$ cat src/rtl/ascon_block_packer_pkg.sv
// Shared constants, state encoding and lane mapping for the Ascon rate-block packer.
package ascon_block_packer_pkg;

  localparam logic [7:0] PAD_BYTE   = 8'h01;
  localparam int         RATE_BYTES = 16;

  typedef enum logic [0:0] {
    FILL = 1'b0,
    FULL = 1'b1
  } packer_state_e;

  // Stream bytes 0..7 land in S0 (upper half), bytes 8..15 in S1; each half is little-endian.
  function automatic logic [6:0] lane_sel(input logic [3:0] idx);
    lane_sel = {~idx[3], idx[2:0], 3'b000};
  endfunction

endpackage

$ cat src/rtl/ascon_block_packer_if.sv
// Byte-stream input and 128-bit block output handshakes of the block packer.
interface ascon_block_packer_if #(
  parameter int IN_BYTES = 4
);

  logic [8*IN_BYTES-1:0] s_data;
  logic [IN_BYTES-1:0]   s_keep;
  logic                  s_last;
  logic                  s_valid;
  logic                  s_ready;

  logic [127:0]          blk_data;
  logic [4:0]            blk_nbytes;
  logic                  blk_last;
  logic                  blk_valid;
  logic                  blk_ready;

  modport master (
    output s_data, s_keep, s_last, s_valid,
    input  s_ready,
    input  blk_data, blk_nbytes, blk_last, blk_valid,
    output blk_ready
  );

  modport slave (
    input  s_data, s_keep, s_last, s_valid,
    output s_ready,
    output blk_data, blk_nbytes, blk_last, blk_valid,
    input  blk_ready
  );

endinterface

$ cat src/rtl/ascon_block_packer.sv
// Packs a narrow byte stream into padded 128-bit Ascon rate blocks; the accumulator
// doubles as the block output register.
module ascon_block_packer
  import ascon_block_packer_pkg::*;
#(
  parameter int IN_BYTES = 4
) (
  input  logic                 clk,
  input  logic                 rst,
  input  logic                 clear_i,
  ascon_block_packer_if.slave  bus
);

  localparam logic [4:0] RATE_CNT = 5'(RATE_BYTES);

  packer_state_e state_q, state_d;
  logic [4:0]    cnt_q, cnt_d;
  logic [127:0]  acc_q, acc_d;
  logic [4:0]    nbytes_q, nbytes_d;
  logic          last_q, last_d;
  logic          pad_pend_q, pad_pend_d;

  logic [4:0]    n_s;
  logic [4:0]    cnt_sum_s;
  logic [127:0]  acc_fill_s;
  logic          accept_s;
  logic          blk_take_s;

  assign bus.s_ready    = (state_q == FILL) && !rst;
  assign bus.blk_valid  = (state_q == FULL);
  assign bus.blk_data   = acc_q;
  assign bus.blk_nbytes = nbytes_q;
  assign bus.blk_last   = last_q;

  assign accept_s   = bus.s_valid && bus.s_ready;
  assign blk_take_s = (state_q == FULL) && bus.blk_ready;

  // Byte count of the incoming word and the fill level after it.
  always_comb begin
    n_s = 5'd0;
    for (int j = 0; j < IN_BYTES; j++) begin
      n_s = n_s + {4'b0000, bus.s_keep[j]};
    end
    cnt_sum_s = cnt_q + n_s;
  end

  // Accumulator image after merging the incoming word (and the pad byte on a short final word).
  always_comb begin
    acc_fill_s = acc_q;
    for (int k = 0; k < RATE_BYTES; k++) begin
      for (int j = 0; j < IN_BYTES; j++) begin
        acc_fill_s[lane_sel(4'(k)) +: 8] =
          (bus.s_keep[j] && ((int'(cnt_q) + j) == k)) ? bus.s_data[8*j +: 8]
                                                     : acc_fill_s[lane_sel(4'(k)) +: 8];
      end
    end
    if (bus.s_last && (cnt_sum_s < RATE_CNT)) begin
      acc_fill_s[lane_sel(cnt_sum_s[3:0]) +: 8] = PAD_BYTE;
    end else begin
      acc_fill_s = acc_fill_s;
    end
  end

  // Next-state logic; clear_i overrides any handshake in the same cycle.
  always_comb begin
    state_d    = state_q;
    cnt_d      = cnt_q;
    acc_d      = acc_q;
    nbytes_d   = nbytes_q;
    last_d     = last_q;
    pad_pend_d = pad_pend_q;

    if (clear_i) begin
      state_d    = FILL;
      cnt_d      = 5'd0;
      acc_d      = 128'd0;
      nbytes_d   = 5'd0;
      last_d     = 1'b0;
      pad_pend_d = 1'b0;
    end else begin
      case (state_q)
        FILL: begin
          if (accept_s) begin
            acc_d = acc_fill_s;
            cnt_d = cnt_sum_s;
            if (bus.s_last) begin
              state_d = FULL;
              if (cnt_sum_s < RATE_CNT) begin
                nbytes_d = cnt_sum_s;
                last_d   = 1'b1;
              end else begin
                // Exactly full final block: padding goes in a follow-up block.
                nbytes_d   = RATE_CNT;
                last_d     = 1'b0;
                pad_pend_d = 1'b1;
              end
            end else if (cnt_sum_s == RATE_CNT) begin
              state_d  = FULL;
              nbytes_d = RATE_CNT;
              last_d   = 1'b0;
            end else begin
              state_d = FILL;
            end
          end else begin
            state_d = FILL;
          end
        end
        FULL: begin
          if (blk_take_s) begin
            if (pad_pend_q) begin
              acc_d      = {56'd0, PAD_BYTE, 64'd0};
              nbytes_d   = 5'd0;
              last_d     = 1'b1;
              pad_pend_d = 1'b0;
              state_d    = FULL;
            end else begin
              acc_d    = 128'd0;
              cnt_d    = 5'd0;
              nbytes_d = 5'd0;
              last_d   = 1'b0;
              state_d  = FILL;
            end
          end else begin
            state_d = FULL;
          end
        end
        default: begin
          state_d    = FILL;
          cnt_d      = 5'd0;
          acc_d      = 128'd0;
          nbytes_d   = 5'd0;
          last_d     = 1'b0;
          pad_pend_d = 1'b0;
        end
      endcase
    end
  end

  // State and datapath registers.
  always_ff @(posedge clk or posedge rst) begin
    if (rst) begin
      state_q    <= FILL;
      cnt_q      <= 5'd0;
      acc_q      <= 128'd0;
      nbytes_q   <= 5'd0;
      last_q     <= 1'b0;
      pad_pend_q <= 1'b0;
    end else begin
      state_q    <= state_d;
      cnt_q      <= cnt_d;
      acc_q      <= acc_d;
      nbytes_q   <= nbytes_d;
      last_q     <= last_d;
      pad_pend_q <= pad_pend_d;
    end
  end

endmodule

$ cat src/flat_wrapper.sv
// flat-port wrapper written by rule: the top's interface ports become plain ports
module ascon_block_packer_flat import ascon_block_packer_pkg::*;
#(
  parameter int IN_BYTES = 4
)
  (clk, rst, clear_i, bus_s_data, bus_s_keep, bus_s_last, bus_s_valid, bus_s_ready, bus_blk_data, bus_blk_nbytes, bus_blk_last, bus_blk_valid, bus_blk_ready);
  ascon_block_packer_if #(.IN_BYTES(IN_BYTES)) bus_i ();
  input  logic clk;
  input  logic rst;
  input  logic clear_i;
  input wire logic [$bits(bus_i.s_data)-1:0] bus_s_data;
  input wire logic [$bits(bus_i.s_keep)-1:0] bus_s_keep;
  input wire logic [$bits(bus_i.s_last)-1:0] bus_s_last;
  input wire logic [$bits(bus_i.s_valid)-1:0] bus_s_valid;
  output wire logic [$bits(bus_i.s_ready)-1:0] bus_s_ready;
  output wire logic [$bits(bus_i.blk_data)-1:0] bus_blk_data;
  output wire logic [$bits(bus_i.blk_nbytes)-1:0] bus_blk_nbytes;
  output wire logic [$bits(bus_i.blk_last)-1:0] bus_blk_last;
  output wire logic [$bits(bus_i.blk_valid)-1:0] bus_blk_valid;
  input wire logic [$bits(bus_i.blk_ready)-1:0] bus_blk_ready;
  assign bus_i.s_data = bus_s_data;
  assign bus_i.s_keep = bus_s_keep;
  assign bus_i.s_last = bus_s_last;
  assign bus_i.s_valid = bus_s_valid;
  assign bus_s_ready = bus_i.s_ready;
  assign bus_blk_data = bus_i.blk_data;
  assign bus_blk_nbytes = bus_i.blk_nbytes;
  assign bus_blk_last = bus_i.blk_last;
  assign bus_blk_valid = bus_i.blk_valid;
  assign bus_i.blk_ready = bus_blk_ready;
  ascon_block_packer #(.IN_BYTES(IN_BYTES)) u_core (.clk(clk), .rst(rst), .clear_i(clear_i), .bus(bus_i));
endmodule
$ cat config.mk
export PLATFORM = sky130hd
export DESIGN_NAME = ascon_block_packer_flat
export DESIGN_NICKNAME = d
export VERILOG_FILES = /design/src/rtl/ascon_block_packer_pkg.sv /design/src/rtl/ascon_block_packer_if.sv /design/src/rtl/ascon_block_packer.sv /design/src/flat_wrapper.sv
export SDC_FILE = /design/constraint.sdc
export NUM_CORES = 1
export LEC_CHECK = 0
export ABC_AREA = 0
export CAP_MARGIN = 30
export CORE_MARGIN = 2
export CORE_UTILIZATION = 30
export CTS_CLUSTER_DIAMETER = 80
export DETAILED_ROUTE_END_ITERATION = 10
export PLACE_DENSITY_LB_ADDON = 0.2
export SETUP_SLACK_MARGIN = 0.05
export SLEW_MARGIN = 30
export SYNTH_ARGS = -nofsm -noshare
export SYNTH_HDL_FRONTEND = slang
export SYNTH_SLANG_ARGS = --single-unit
$ cat constraint.sdc
create_clock -name clk -period 11.45 [get_ports clk]
set_clock_uncertainty 0.15 [all_clocks]
set_input_delay 3.435 -clock clk [delete_from_list [all_inputs] [get_ports clk]]
set_output_delay 3.435 -clock clk [all_outputs]
set_load 0.02 [all_outputs]
# Word-level counts from Yosys, hierarchy flattened
# Index checks and enable logic that the tools add are counted.
dict set report totals {
  regBits 141
  latch_bits 0
  mem_bits_rw 0
  rom_bits 0
  output_inout_bits 136
  word_cells 266
  n_memories 0
}
dict set report op_classes {
  add_sub_neg 8
  mul 0
  div 0
  n_lt_le_gt_ge 1
  eq_ne 67
  n_shift 2
  mux 103
  n_bitwise 2
  reduce_logical 77
}
# op count
set ops {}
lappend ops {{$eq A32 B5 Y1 const B} 24}
lappend ops {{$mux W128} 4}
lappend ops {{$mux W8} 64}
lappend ops {{$eq A32 B4 Y1 const B} 12}
lappend ops {{$pmux W128 S2} 1}
lappend ops {{$eq A32 B3 Y1 const B} 6}
lappend ops {{$bwmux W128} 1}
lappend ops {{$logic_not A32 Y1} 4}
lappend ops {{$shift A8 B9 Y128 const A} 1}
lappend ops {{$shiftx A8 B9 Y128 const A} 1}
lappend ops {{$eq A32 B2 Y1 const B} 3}
lappend ops {{$logic_and A1 B1 Y1} 68}
lappend ops {{$mux W65} 1}
lappend ops {{$mux W5} 10}
lappend ops {{$eq A5 B5 Y1 const B} 9}
lappend ops {{$eq A5 B4 Y1 const B} 4}
lappend ops {{$pmux W5 S2} 2}
lappend ops {{$mux W1} 17}
lappend ops {{$add A5 B2 Y6 const B} 2}
lappend ops {{$ne A3 B3 Y1 const B} 4}
lappend ops {{$add A5 B1 Y5} 2}
lappend ops {{$eq A5 B3 Y1 const B} 2}
lappend ops {{$neg A7 Y9} 1}
lappend ops {{$add A5 B1 Y6 const B} 1}
lappend ops {{other kinds (12)} 16}

# Longest topological paths before layout
# Gate-level depths: netlist of the first run.
dict set report depth {
  ltp_word 12
  ltp_mapped 15
  mapped_depth_nobuf 14
}

# Worst setup path before layout of the first run
# No wires, ideal clock.
dict set report synth_timing {
  path_type {input -> output}
  from {in rst}
  to {out bus_s_ready}
  arrival_ps 3715
  required_ps 7865
  setup_slack_ps 4150
  cell_stages 1
  n_path_buf 0
  cell_sequence {nor2_1}
}
dict set report synth_via {
  elab_chain_cells 2
}
# element line
set synth_lines {}
lappend synth_lines {{from (decl)} flat_wrapper.sv:9} ;# input logic rst;
lappend synth_lines {{$logic_not A1 Y1} ascon_block_packer.sv:29} ;# assign bus.s_ready = (state_q == FILL) && !rst;
lappend synth_lines {{$logic_and A1 B1 Y1} ascon_block_packer.sv:29}
lappend synth_lines {{to (decl)} flat_wrapper.sv:15} ;# output wire logic [$bits(bus_i.s_ready)-1:0] bus_s_ready;
# Every way passes these cells.

# Final worst setup path of the first run
# Same ends and word-level chain as after synthesis.

==> impl_results.md, run 1 <==
- Layout net count: between 1500 and 2000
- Dpl ws: about 2.8 ns
- Hold crit path type: flip-flop to flip-flop
- # setup viols final: 0
- Grt total ovfl: 0
- Area delta synth->final: 21.2%
- Clk Tree Root Cell: clkbuf_16
- Clock-pin slew on the worst setup and hold paths: approximately 0.070 ns
- DRT iter0 DRCs: 1682
- DP Area: about 0.014 mm^2
- Drt first pass iters: 5
- Post-route ant nets: 0
- # rows: 74
- Core area: slightly above 0.04 mm^2
- Min Hold Slack: approximately 0.37 ns
- Post-synth EDFFs: 0
- Largest net degree at the start of global routing: between 70 and 80
- FF-to-FF setup slack: 6.67 ns
- Comb pwr share: 0.369
- Die W: just over 200 um
- Initial Utilization: 0.304
- Status: finished clean
- Switching share of power: 0.399
- Leak: 6.18 nW
- Total GRT Usage: 0.260
- Final WS setup: approximately 3.2 ns
- Max Root-Sink Buffers: 2
- Clk_lat worst skew: between 0.4 and 0.5 ns
- Syn avg cell area: ~8.4 um^2
- Final WL: 57.9 mm
- Synthesized Nets: between 1500 and 2000
- Synthesized instance count: around 1500
- Main flop type after synthesis: dfrtp_1
- R2R depth: 14
- CTS H-Tree Depth: 4
- Psw: 0.712 mW
- CTS Buf Count: 17
- CTS tree: built
- Gp weighted congestion: just over 0.9
- Cell variety after synth: slightly below 100
- Sequential share of the synthesized area: 0.284
- Critical Path Sink Type: output port
- Port bufs: 177
- Syn Std Cell Area: ~0.012 mm^2
- Number of global-route vias before repair: roughly 12000
- Commonest non-fill, non-tap cell in the layout: nor2_1
- WP data arrival: around 4.7 ns
- Post-CTS Resized: 0
- Clock power frac: 0.326
- Setup TNS: 0 ns
- CP required: slightly below 8 ns
- DRC: 0
- Fin crit period: 8.28 ns
- Fraction of layout cells with a size suffix above 1: 0.102
- Antenna violations before repair: 0
- RR Endpoint: u_core.bus.blk_data[36]$_DFFE_PP0P_
- First-pass GRT wire length: around 85 mm
- Cell area after layout: between 0.015 and 0.02 mm^2
- Fillers: around 4200
- Slew @ Worst Pin: approximately 1.1 ns
- Achievable Freq: ~120 MHz
- Average wire per standard cell: ~27 um
- Die area: 0.0431 mm^2
- Max Cap Viol: 0
- Critical path peak fanout: 4
- Final hold vios: 0
- CTS Hold Buffers Added: 0
- ANT cells: 0
- Startpoint Class: input port
- Maximum vdd drop: 77.9 uV
- Worst R2R Start: u_core.cnt_q[0]$_DFFE_PP0P_
- Critical path class: input port to output port
- Post-CTS Setup Inserts: 0
- Seq cells post-synth: 141
- Flop pwr share: 0.305
- Ys Warns: 0
- Final Max Tran Viols: 0
- Drt via density: about 6.3
- Most frequent cells in the layout: 171 x nor2_1, 162 x clkdlybuf4s50_1, 154 x nand2_1, 141 x dfrtp_1, 134 x a211oi_1
- Relative slew slack: 0.281
- Height of the die: between 200 and 250 um
- CP Launch Point: rst
- Via count: approximately 13000
- Final period utilization: 0.723
- Tot Pwr: between 1.5 and 2 mW
- Ports: roughly 180
- Total internal power: around 1.1 mW
- Pwr dens: 118 mW/mm^2
- CP endpoint: bus_s_ready
- Clock sinks: between 100 and 150
- Asr flop ratio synth: 1.00
- Final HPWL DP: approximately 40 mm
- RSZ-0062 raised after global routing: no
[registers in the layout, summed over array words and instances, names as in the netlist]
signal                 count
u_core.bus.blk_data      128
u_core.bus.blk_nbytes      5
u_core.cnt_q               5
u_core.bus.blk_last        1
u_core.bus.blk_valid       1
u_core.pad_pend_q          1
[cell families (layout without fill, tap and decap cells)]
logic type / after synthesis / count (layout) / synth area share
adder cells (fa/ha/maj): 13 / 13 / 0.0143
multiplexers: 130 / 130 / 0.105
XOR/XNOR: 5 / 5 / 0.00563
AO/OA/AOI/OAI: 487 / 487 / 0.312
AND/OR/NAND/NOR: 533 / 533 / 0.214
flip-flops: 141 / 141 / 0.284
buffers and inverters: 174 / 281 / 0.0649
[metal layers]
layer  part of all wire  global-route usage  vias to the layer above
met4              0.036              0.0937                        0
met2               0.45               0.411                      751
met5                  0                   0                        -
li1                   -                   -                     5856
met3              0.086              0.0467                      141
met1               0.42               0.356                     6604
[power by group through the flow]
stage          Clock [mW]  Sequential (mW)  Combinational [mW]
2_1_floorplan           0            0.568               0.406
3_3_place_gp            0            0.553               0.638
3_5_place_dp            0            0.552               0.642
5_1_grt             0.604            0.545               0.700
4_1_cts             0.592            0.543               0.645
6_report            0.580            0.543               0.658
[worst min-delay path by stage]
| stage | start | endpoint | cells past startpoint |
|---|---|---|---|
| after floorplan | u_core.pad_pend_q$_DFFE_PP0P_ | u_core.pad_pend_q$_DFFE_PP0P_ | 1 |
| after global placement | u_core.bus.blk_nbytes[0]$_DFFE_PP0P_ | u_core.bus.blk_nbytes[0]$_DFFE_PP0P_ | 1 |
| after detailed placement | u_core.bus.blk_nbytes[0]$_DFFE_PP0P_ | u_core.bus.blk_nbytes[0]$_DFFE_PP0P_ | 1 |
| after CTS | u_core.bus.blk_nbytes[0]$_DFFE_PP0P_ | u_core.bus.blk_nbytes[0]$_DFFE_PP0P_ | 1 |
| after global routing | u_core.bus.blk_nbytes[0]$_DFFE_PP0P_ | u_core.bus.blk_nbytes[0]$_DFFE_PP0P_ | 1 |
| final | u_core.bus.blk_nbytes[0]$_DFFE_PP0P_ | u_core.bus.blk_nbytes[0]$_DFFE_PP0P_ | 1 |
[worst max-delay path, stage by stage]
cell	delay (ns)
clkdlybuf4s50_1	0.52
nor2_1	0.13
clkdlybuf4s50_1	0.61
[metrics by stage]
stage	std cells	utilization
CTS	2121	0.368
finish	2122	0.368
detailed placement	2090	0.354
global placement	2088	0.355
floorplan	1483	-
global route	2122	0.368
[layout make-up]
type,count,area (um^2),share of cell area
repair buffers,217,2020,0.134
inverters,33,129,0.00855
multi-input cells,1168,8150,0.541
flip-flops and latches,141,3530,0.234
clock buffers,22,474,0.0315
well taps,532,666,0.0442
clock inverters,9,111,0.00739
[cells in the mapped netlist, drive strengths merged (10+ instances only)]
cell / count / area share
nand4: 16 / 0.011
nor3: 40 / 0.017
a31oi: 12 / 0.0060
a211oi: 136 / 0.083
a22o: 26 / 0.018
a211o: 30 / 0.021
nand2: 157 / 0.048
clkbuf: 66 / 0.020
o221ai: 14 / 0.0099
nor4: 10 / 0.0093
ha: 11 / 0.011
o211a: 10 / 0.0080
mux2i: 121 / 0.097
dfrtp: 141 / 0.28
o22ai: 11 / 0.0055
nand3: 55 / 0.023
and3: 15 / 0.0075
inv: 33 / 0.010
o21ai: 38 / 0.015
buf: 75 / 0.035
a32o: 25 / 0.020
nor2: 182 / 0.060
a21oi: 39 / 0.016
a221o: 11 / 0.0089
o31ai: 58 / 0.039
(Power assumes the default switching activity.)
==> run 2, diff against run 1 <==
clock period = 8.25 ns   (was 11.45 ns; I/O delays follow)
==> run 2 against run 1 <==
Effect of this change: core utilization is 0.16 points lower; combinational power is 39% higher; hold slack worse by 0.0039 ns; first-iteration DRC count is 5.0% lower; non-clock buffer count is 2 lower; worst setup slack worse by 1.7 ns; via count is 0.43% lower; cell area is 0.43% lower; global-route usage is 0.093 points higher; critical path depth is 12 higher; wire length is 0.23% lower; sequential power is 39% higher; critical path type is now input port to flip-flop; largest power group unchanged.
==> impl_results.md, run 2 (same netlist as run 1, synthesis figures left out) <==
- Post-CTS Setup Inserts: 0 (unchanged)
- Clk Tree Root Cell: clkbuf_16 (unchanged)
- Largest net degree at the start of global routing: 61 (was 76)
- Tot Pwr: 2.44 mW (was 1.78 mW)
- DRT iter0 DRCs: 1598 (was 1682)
- Port bufs: 177 (unchanged)
- Fraction of layout cells with a size suffix above 1: 0.104 (was 0.102)
- CTS H-Tree Depth: 4 (unchanged)
- Final core utilization: 0.367 (was 0.368)
- Drt first pass iters: 6 (was 5)
- Height of the die: 208 um (unchanged)
- Critical path peak fanout: 18 (was 4)
- Pwr dens: 162 mW/mm^2 (was 118 mW/mm^2)
- Min Hold Slack: 0.367 ns (was 0.371 ns)
- Average wire per standard cell: 27.2 um (was 27.3 um)
- Post-CTS Resized: 0 (unchanged)
- Final hold vios: 0 (unchanged)
- DRC: 0 (unchanged)
- Via count: 13300 (was 13400)
- Gp weighted congestion: 0.945 (was 0.920)
- Status: finished clean (unchanged)
- Achievable Freq: 147 MHz
- CTS Hold Buffers Added: 0 (unchanged)
- CTS tree: built (unchanged)
- Final period utilization: 0.825
- Final Max Tran Viols: 0 (unchanged)
- Max Cap Viol: 0 (unchanged)
- Final HPWL DP: 40.1 mm (was 39.6 mm)
- Drt via density: 6.27 (was 6.29)
- # setup viols final: 0 (unchanged)
- Critical Path Sink Type: flip-flop (was output port)
- Startpoint Class: input port (unchanged)
- Most frequent cells in the layout: 171 x nor2_1, 158 x clkdlybuf4s50_1, 154 x nand2_1, 141 x dfrtp_1, 134 x a211oi_1 (was 171 x nor2_1, 162 x clkdlybuf4s50_1, 154 x nand2_1, 141 x dfrtp_1, 134 x a211oi_1)
- Clock sinks: 141 (unchanged)
- Die area: 0.0431 mm^2 (unchanged)
- CP required: 8.44 ns (was 7.87 ns)
- Layout net count: 1631 (was 1633)
- Post-route ant nets: 0 (unchanged)
- Fin crit period: 6.81 ns
- Worst R2R Start: u_core.cnt_q[0]$_DFFE_PP0P_ (unchanged)
- Die W: 208 um (unchanged)
- Hold crit path type: flip-flop to flip-flop (unchanged)
- Hold Startpoint: u_core.bus.blk_data[26]$_DFFE_PP0P_ (was u_core.bus.blk_nbytes[0]$_DFFE_PP0P_)
- Ports: 178 (unchanged)
- Relative slew slack: 0.295 (was 0.281)
- Fillers: 4213 (was 4168)
- Core area: 0.0409 mm^2 (unchanged)
- # rows: 74 (unchanged)
- Grt total ovfl: 0 (unchanged)
- Final WL: 57.8 mm (was 57.9 mm)
- RSZ-0062 raised after global routing: no (unchanged)
- Antenna violations before repair: 0 (unchanged)
- Initial Utilization: 0.304 (unchanged)
- Max Root-Sink Buffers: 2 (unchanged)
- Setup TNS: 0 ns (unchanged)
- Area delta synth->final: 20.6% (was 21.2%)
- Number of global-route vias before repair: 12700 (was 12500)
- Critical path class: input port to flip-flop (was input port to output port)
- First-pass GRT wire length: 86.1 mm (was 85.4 mm)
- Slew @ Worst Pin: 1.05 ns (was 1.07 ns)
- Clock-pin slew on the worst setup and hold paths: 0.07 ns (about the same)
- ANT cells: 0 (unchanged)
- CP Launch Point: bus_s_keep[0] (was rst)
- Maximum vdd drop: 147 uV (was 77.9 uV)
- Leak: 6.15 nW (was 6.18 nW)
- CTS Buf Count: 17 (unchanged)
- Total GRT Usage: 0.261 (was 0.260)
- WP data arrival: 6.99 ns (was 4.69 ns)
- Clk_lat worst skew: 0.45 ns (was 0.44 ns)
- Max reg flops: 128 (unchanged)
- Commonest non-fill, non-tap cell in the layout: nor2_1 (unchanged)
## run 2: cell types whose count changed in the layout (fill, tap and decap cells not counted), sizes merged
| cell | before | now |
|---|---|---|
| buf | 55 | 57 |
| bufinv | 2 | 1 |
| clkbuf | 22 | 19 |
| clkdlybuf4s50 | 162 | 158 |
| clkinv | 4 | 6 |
| clkinvlp | 2 | 4 |
| inv | 34 | 35 |
## run 2: final cells by class
type / count / area (um^2) / share of cell area
multi-input combinational: 1168 / 8160 / 0.544
clock inverter: 13 / 119 / 0.00792
inverter: 33 / 129 / 0.00859
sequential: 141 / 3530 / 0.235
tap: 532 / 666 / 0.0443
timing repair buffer: 215 / 1970 / 0.132
clock buffer: 19 / 433 / 0.0288
## run 2: worst max-delay path, stage by stage
cell and delay, ns:
clkdlybuf4s50_1 0.39, buf_4 0.22, ha_1 0.31, inv_1 0.05, fa_1 0.47, inv_1 0.04, ha_1 0.21, fa_1 0.68
inv_1 0.14, ha_1 0.29, inv_1 0.18, nand2_1 0.18, mux2i_2 0.62, a21oi_1 0.40, a32o_1 0.33
## run 2: report_power, final
group	leakage [nW]	internal, mW	total, mW	switching [mW]
clock network	0.260	0.416	0.768	0.352
logic	3.93	0.296	0.917	0.620
registers	1.96	0.721	0.754	0.0331
total	6.15	1.43	2.44	1.01
## run 2: worst paths after layout
path / slack, ns / endpoint / cells past startpoint
setup / recovery: 1.44 / u_core.bus.blk_data[62]$_DFFE_PP0P_ / 15
hold / removal: 0.37 / u_core.bus.blk_data[26]$_DFFE_PP0P_ / 2
setup reg to reg: 3.41 / u_core.bus.blk_data[62]$_DFFE_PP0P_ / 13
hold reg to reg: 0.37 / u_core.bus.blk_data[26]$_DFFE_PP0P_ / 2
max in group asynchronous: 4.46 / u_core.bus.blk_data[75]$_DFFE_PP0P_ / 3
min in group asynchronous: 2.31 / u_core.cnt_q[3]$_DFFE_PP0P_ / 2
## run 2: routing by layer
metal  track usage  up-vias  part of all wire
li1              -     5863                 -
met5             0        -                 0
met2         0.414      746              0.46
met1         0.360     6552              0.43
met4        0.0924        0             0.034
met3        0.0418      133             0.077
## run 2: metrics by stage
step	std cells	cell area [um^2]	setup WS (ns)
3_5_place_dp	2087	14400	0.790
3_3_place_gp	2086	14500	0.822
2_1_floorplan	1483	12400	1.84
5_1_grt	2121	15000	1.27
4_1_cts	2119	15000	1.25
6_report	2121	15000	1.44
